<file path="src/rtl/fifo_flit_reader.sv">
// Read-side consumer of a router input FIFO. It pops head flits, frames them into packets
// from header lengths, and presents them on a valid/ready link with sop/eop, error and packet count.
module fifo_flit_reader #(
    parameter int DATA_W = 16,
    parameter int LEN_W  = 4,
    parameter int CNT_W  = 8
) (
    input  logic              i_clk,
    input  logic              i_rst,
    input  logic              i_read_en,
    input  logic [DATA_W-1:0] i_rdata,
    output logic              o_rinc,
    output logic [DATA_W-1:0] o_out_data,
    output logic              o_out_valid,
    input  logic              i_out_ready,
    output logic              o_out_sop,
    output logic              o_out_eop,
    output logic              o_pkt_err,
    output logic [CNT_W-1:0]  o_pkt_cnt
);

    logic [DATA_W-1:0] r_out_data;
    logic              r_out_valid;
    logic              r_out_sop;
    logic              r_out_eop;
    logic              r_pkt_err;
    logic [CNT_W-1:0]  r_pkt_cnt;
    logic              r_in_pkt;
    logic [LEN_W-1:0]  r_rem;
    logic              r_settle;

    logic              w_accept;
    logic              w_free;
    logic              w_cap;
    logic              w_is_hdr;
    logic [LEN_W-1:0]  w_len;
    logic              w_last;

    assign w_accept = r_out_valid && i_out_ready;
    assign w_free   = !r_out_valid || w_accept;
    // The FIFO read address moves on the pop edge, so rdata is stale for one cycle afterwards.
    assign w_cap    = i_rst && i_read_en && !r_settle && w_free;
    assign w_is_hdr = i_rdata[DATA_W-1];
    assign w_len    = i_rdata[LEN_W-1:0];
    assign w_last   = (r_rem == LEN_W'(1));

    assign o_rinc      = w_cap;
    assign o_out_data  = r_out_data;
    assign o_out_valid = r_out_valid;
    assign o_out_sop   = r_out_sop;
    assign o_out_eop   = r_out_eop;
    assign o_pkt_err   = r_pkt_err;
    assign o_pkt_cnt   = r_pkt_cnt;

    always_ff @(posedge i_clk) begin
        if (!i_rst) begin
            r_out_data  <= '0;
            r_out_valid <= 1'b0;
            r_out_sop   <= 1'b0;
            r_out_eop   <= 1'b0;
            r_pkt_err   <= 1'b0;
            r_pkt_cnt   <= '0;
            r_in_pkt    <= 1'b0;
            r_rem       <= '0;
            r_settle    <= 1'b0;
        end else begin
            r_settle <= w_cap;

            if (w_accept) begin
                r_out_valid <= 1'b0;
                if (r_out_eop) begin
                    r_pkt_cnt <= r_pkt_cnt + CNT_W'(1);
                end
            end

            if (w_cap) begin
                if (!r_in_pkt) begin
                    if (w_is_hdr) begin
                        r_out_data  <= i_rdata;
                        r_out_valid <= 1'b1;
                        r_out_sop   <= 1'b1;
                        r_out_eop   <= (w_len == '0);
                        r_in_pkt    <= (w_len != '0);
                        r_rem       <= w_len;
                    end else begin
                        // Orphan payload: popped and dropped, output entry untouched.
                        r_pkt_err <= 1'b1;
                    end
                end else begin
                    r_out_data  <= i_rdata;
                    r_out_valid <= 1'b1;
                    r_out_sop   <= 1'b0;
                    r_out_eop   <= w_last;
                    r_rem       <= r_rem - LEN_W'(1);
                    if (w_last) begin
                        r_in_pkt <= 1'b0;
                    end
                    if (w_is_hdr) begin
                        r_pkt_err <= 1'b1;
                    end
                end
            end
        end
    end

endmodule
</file>
<file path="config.mk">
export PLATFORM = sky130hd
export DESIGN_NAME = fifo_flit_reader
export DESIGN_NICKNAME = d
export VERILOG_FILES = /design/src/rtl/fifo_flit_reader.sv
export SDC_FILE = /design/constraint.sdc
export NUM_CORES = 1
export LEC_CHECK = 0
export CAP_MARGIN = 20
export CORE_AREA = 2 2 76 56
export CTS_BUF_LIST = sky130_fd_sc_hd__clkbuf_16
export CTS_CLUSTER_DIAMETER = 30
export DETAILED_ROUTE_END_ITERATION = 12
export DIE_AREA = 0 0 78 58
export HOLD_SLACK_MARGIN = 0.08
export PLACE_DENSITY = 0.78
export SLEW_MARGIN = 40
export SYNTH_ARGS = -nofsm -noshare
export SYNTH_HDL_FRONTEND = slang
export SYNTH_SLANG_ARGS = --single-unit
</file>
<file path="constraint.sdc">
create_clock -name i_clk -period 4.55 [get_ports i_clk]
set_input_delay 0.455 -clock i_clk [delete_from_list [all_inputs] [get_ports i_clk]]
set_output_delay 0.455 -clock i_clk [all_outputs]
set_load 0.05 [all_outputs]
</file>
==> results.toml, run 1 <==
[grt]
grt_pass1_wl_um = 5451
grt_remaining_overflow = 0
antenna_found_initial = 0
first_global_vias = 1125
grt_util_all_layers_pct = 15.50
grt_max_degree = 31

[cells_and_area]
regArea_um2 = 680.7
fillers = 360
drive_gt1_share_pct = 4.206
fin_nets = 238
fin_area_um2 = 2071
n_antenna_cell = 0
area_growth_pct = 46.20
multiInputGateArea_um2 = 659.4

[logic_synthesis]
synth-seq-cells = 34
synthDistinctLibCells = 34
synth_edf_count = 0
synth_nets = 192
yosysSeqAreaShare_pct = 48.06
syn_inst = 167
ys.flop_type = "dfxtp_1"
async_reset_ff_share_pct = 0
avgSynthCellArea_um2 = 8.481
ys_warn_count = 0
syn_area_um2 = 1416

[place]
pre_cts_ws_ns = 1.739
portBuffers = 48
globalplace.congestion = 0.7973
dpl_cell_area_um2 = 1907
dp_hpwl_um = 2133

[critical_path]
path_cells = "clkdlybuf4s50_1, nand2b_1, and4b_1, clkdlybuf4s50_1"
r2r_cells = 6
ff2ff_setup_slack_ns = 2.23
cp-end-kind = "primary output"
cp_max_fo = 5
crit_type = "in2out"
cp_common_cell = "clkdlybuf4s50_1"
cp_slowest_cell = "clkdlybuf4s50_1"
cp-start-kind = "input port"
max_stage_delay_ns = 0.84
r2r-start = "r_in_pkt"
arrival_ns = 2.28
critPathRequiredTime_ns = 4.09
r2r-end = "r_rem[2]"

[power]
peakVddDrop_v = 0.0001975
p_per_area_nw_per_um2 = 378.0
power_uw = 782.7
p_leak_nw = 0.7542

[clocking]
cts_resized = 0
post_cts_buffers = 0
clock_latency_ns = 0.28
cts_hold_buf = 0
clockBufferDepth = 2
cts_tree = "built"
clockRootBuffer = "clkbuf_16"
cts_buffers = 5
clk_pin_slew_ns = 0.05
cts-htree-levels = 2
cts_sinks = 34

[die]
io_pins = 49
initial_core_util_pct = 37.24
die_width_um = 78
die_h_um = 58
row_count = 19
dieArea_um2 = 4524
coreArea_um2 = 3804

[sta]
slew_violations = 0
min_period_ns = 2.740
fin_crit_sh_pct = 60.21
rsz0062_at_grt = "false"
worst_slack_ns = 1.810
slew_headroom_pct = 65.63
tns_ns = 0
worstMarginPinSlew_ns = 0.5140
setup_violations = 0
fmax_ghz = 0.3650
finalHoldViolations = 0
clock_skew_ns = 0.004921

[detailed_routing]
final_antenna_net_count = 0
wirelength_um = 3206
firstDrtPassIters = 4
drc = 0
via_count = 1259
viasPerCell = 4.733
initialDrtViolationCount = 72
avgRoutedWirePerCell_um = 12.05

[min_path]
hold_start = "o_out_data[2]"
hold_class = "reg2reg"
whs_path_depth = 2
min_to = "o_out_data[2]"

[run_status]
outcome = "finished, final reports clean"

[run]
maxCapViolations = 0
-- placed cells by master, fill, tap and decap left out, drive strengths merged, types with 2 or more instances in the layout --
cell           count
nor3               3
o21ai              5
xnor2              3
nand4              3
and3               2
xor2               3
nand2             40
ha                 5
and4b              2
clkbuf             5
nor2b              2
o2bb2ai            2
clkdlybuf4s50     48
dfxtp             34
inv                7
nand3              4
a32o               2
a21oi             20
nor2              11
-- area by class of cell --
type	count	share of cell area, %
multi-input combinational	118	31.84
clock inverter	3	1.813
timing repair buffer	48	23.20
tap	52	3.142
sequential	34	32.87
clock buffer	5	6.042
inverter	6	1.088
-- routing by layer --
metal	vias to the layer above	GRT usage, %	part of all wire [%]
li1	657	-	-
met2	40	19.70	40
met1	557	23.12	51
met4	0	7.519	1.5
met5	-	0	0
met3	5	5.140	6.9
-- cell families (layout without fill, tap and decap cells) --
kind of cell / after synthesis / in the layout / share of synthesized area [%]
simple gates: 72 / 72 / 23.41
compound gates: 34 / 34 / 14.22
xor+xnor: 6 / 6 / 3.711
buf+inv: 15 / 62 / 5.477
flops: 34 / 34 / 48.06
fa+ha+maj: 5 / 5 / 4.417
mux: 1 / 1 / 0.7067
-- Yosys cell counts, types with 3 or more instances --
cell / number / share of area (%)
nand3_1: 4 / 1.4
xor2_1: 3 / 1.9
inv_1: 5 / 1.3
xnor2_1: 3 / 1.9
nand2_1: 39 / 10
nor2_1: 11 / 2.9
ha_1: 5 / 4.4
o21ai_0: 5 / 1.8
nor3_1: 3 / 1.1
clkbuf_1: 4 / 1.1
dfxtp_1: 34 / 48
a21oi_1: 20 / 7.1
nand4_1: 3 / 1.3
-- through the flow --
stage	hold slack, ns	utilization, %	cells
after detailed placement	0.4478	50.13	258
final	0.4522	54.44	266
after CTS	0.4553	54.41	266
after floorplan	0.4450	-	167
after global routing	0.4749	54.44	266
after global placement	0.4418	50.13	258
-- power by group --
part / internal (mW) / leakage (nW) / switching [mW]
clock network: 0.254 / 0.0864 / 0.118
registers: 0.309 / 0.276 / 0.00713
logic: 0.0394 / 0.392 / 0.0560
-- state kept, by name, indices dropped and copies added, names as in the netlist --
signal / count
r_rem: 4
o_out_data: 16
o_pkt_err: 1
r_in_pkt: 1
o_pkt_cnt: 8
o_out_valid: 1
r_settle: 1
o_out_eop: 1
o_out_sop: 1
-- worst max-delay path: cells and delay by family --
kind | cells | cell delay [ns]
buffers and inverters | 2 | 1.32
and+or+nand+nor | 2 | 0.51
-- worst max-delay path by stage --
stage           startpoint  endpoint  slack, ns  depth (start not counted)
2_1_floorplan     r_in_pkt  r_rem[3]       2.78                          7
3_3_place_gp   i_rdata[15]  r_rem[2]       1.80                          7
3_5_place_dp   i_rdata[15]  r_rem[2]       1.74                          7
4_1_cts        i_out_ready    o_rinc       1.82                          4
5_1_grt        i_out_ready    o_rinc       1.73                          4
6_report       i_out_ready    o_rinc       1.81                          4
No activity file was read; power rests on OpenSTA's default activity.
==> inputs of run 2 (changes only) <==
==> constraint.sdc (replaced) <==
create_clock -name i_clk -period 2.9 [get_ports i_clk]
set_input_delay 0.29 -clock i_clk [delete_from_list [all_inputs] [get_ports i_clk]]
set_output_delay 0.29 -clock i_clk [all_outputs]
set_load 0.05 [all_outputs]
==> results.toml, run 2 (synthesis results as in run 1) <==
[critical_path]
r2r-start = "r_in_pkt"
cp_max_fo = 5
path_cells = "clkdlybuf4s50_1, nand2b_1, and4b_1, clkdlybuf4s50_1"
crit_type = "in2out"
critPathRequiredTime_ns = 2.61
cp.buffers_inverters = 2
cp-start-kind = "input port"
crit_family = "buffers and inverters"
cp_common_cell = "clkdlybuf4s50_1"
r2r-end = "o_out_data[15]"
ff2ff_setup_slack_ns = 0.61
cp-end-kind = "primary output"
r2r_cells = 7
cp_slowest_cell = "clkdlybuf4s50_1"
max_stage_delay_ns = 0.84
arrival_ns = 2.13
crit_path_start = "i_out_ready"

[power]
seqPwrFrac_pct = 43.6
switchingPower_uw = 280.0
p_leak_nw = 0.7498
peakVddDrop_v = 0.0003227
power_frac_clock_pct = 42.9
p_per_area_nw_per_um2 = 550.3
combPwrFrac_pct = 13.5
power.internal_uw = 856.8
p_sw_share_pct = 24.63

[die]
die_h_um = 58
dieArea_um2 = 4524
die_width_um = 78
initial_core_util_pct = 37.24
coreArea_um2 = 3804
row_count = 19
io_pins = 49

[clocking]
cts-htree-levels = 2
cts_buffers = 5
post_cts_buffers = 0
cts_tree = "built"
clockBufferDepth = 2
cts_resized = 0
clk_pin_slew_ns = 0.05
clock_latency_ns = 0.27
clockRootBuffer = "clkbuf_16"
cts_hold_buf = 0
cts_sinks = 34

[sta]
worstMarginPinSlew_ns = 0.5134
finalHoldViolations = 0
setup_violations = 0
fmax_ghz = 0.4127
fin_crit_sh_pct = 83.55
tns_ns = 0
rsz0062_at_grt = "false"
slew_headroom_pct = 65.67
slew_violations = 0
min_period_ns = 2.423
clock_skew_ns = 0.001215

[grt]
grt_pass1_wl_um = 5402
grt_max_degree = 20
antenna_found_initial = 0
grt_remaining_overflow = 0
first_global_vias = 1166
grt_util_all_layers_pct = 15.53

[min_path]
min_to = "o_out_data[14]"
hold_start = "o_out_data[14]"
hold_class = "reg2reg"
whs_path_depth = 2

[run]
maxCapViolations = 0

[detailed_routing]
drc = 0
final_antenna_net_count = 0
firstDrtPassIters = 4
via_count = 1265
initialDrtViolationCount = 44
wirelength_um = 3200
avgRoutedWirePerCell_um = 11.90
viasPerCell = 4.703

[cells_and_area]
area_growth_pct = 45.85
fillers = 359
fin_util_pct = 54.31
n_antenna_cell = 0
drive_gt1_share_pct = 4.147
final_common_cell = "clkdlybuf4s50_1"
fin_nets = 241
largest_reg_flops = 16
layout_common_cells = "clkdlybuf4s50_1 (48), nand2_1 (39), dfxtp_1 (34), a21oi_1 (20), nor2_1 (11)"

[place]
globalplace.congestion = 0.8075
portBuffers = 48
dp_hpwl_um = 2248

[run_status]
outcome = "finished, final reports clean"
## run 2: changes by cell type in the layout (fill, tap and decap cells not counted)
cell / previous run / this run
buf_4: 0 / 3
clkinv_1: 1 / 4
and2_1: 0 / 1
and2_2: 1 / 0
bufinv_16: 1 / 0
inv_1: 6 / 5
inv_2: 1 / 0
## run 2: worst min-delay path: stages (launching register included)
cell and delay [ns]:
dfxtp_1 0.30, nand2_1 0.05, a21oi_1 0.05
## run 2: layer usage
metal	GRT usage (%)	share of wire [%]
met4	8.271	1.6
met5	0	0
met1	20.49	52
met2	23.03	40
met3	4.829	6.6
## run 2: per-stage QoR
step | area [um2] | hold slack, ns | setup WS, ns | cells | power [mW]
after floorplan | 1416 | 0.4257 | 1.133 | 167 | 0.5951
after global placement | 1929 | 0.4408 | 0.5392 | 261 | 0.6568
after detailed placement | 1929 | 0.4461 | 0.5065 | 261 | 0.6584
after CTS | 2066 | 0.4530 | 0.4831 | 269 | 1.152
after global routing | 2066 | 0.4756 | 0.4004 | 269 | 1.187
final | 2066 | 0.4511 | 0.4771 | 269 | 1.137
## run 2: final cells by class
type	count	area [um2]	area share (%)
sequential	34	680.7	32.95
timing repair buffer	51	503.0	24.35
tap	52	65.06	3.150
clock inverter	3	11.26	0.5451
clock buffer	5	125.1	6.057
multi-input combinational	118	658.1	31.86
inverter	6	22.52	1.090
## run 2: how the worst max path moves through the flow
stage / end / slack [ns] / cells after the start
2_1_floorplan: r_rem[3] / 1.13 / 7
3_3_place_gp: o_rinc / 0.54 / 4
3_5_place_dp: o_rinc / 0.51 / 4
4_1_cts: o_rinc / 0.48 / 4
5_1_grt: r_rem[0] / 0.40 / 7
6_report: o_rinc / 0.48 / 4
## run 2: power by group through the flow
| stage | registers, mW | logic, mW | clock network, mW |
|---|---|---|---|
| 6_report | 0.496 | 0.153 | 0.488 |
| 4_1_cts | 0.495 | 0.154 | 0.503 |
| 3_3_place_gp | 0.505 | 0.152 | 0 |
| 3_5_place_dp | 0.505 | 0.154 | 0 |
| 5_1_grt | 0.498 | 0.165 | 0.524 |
| 2_1_floorplan | 0.543 | 0.0516 | 0 |
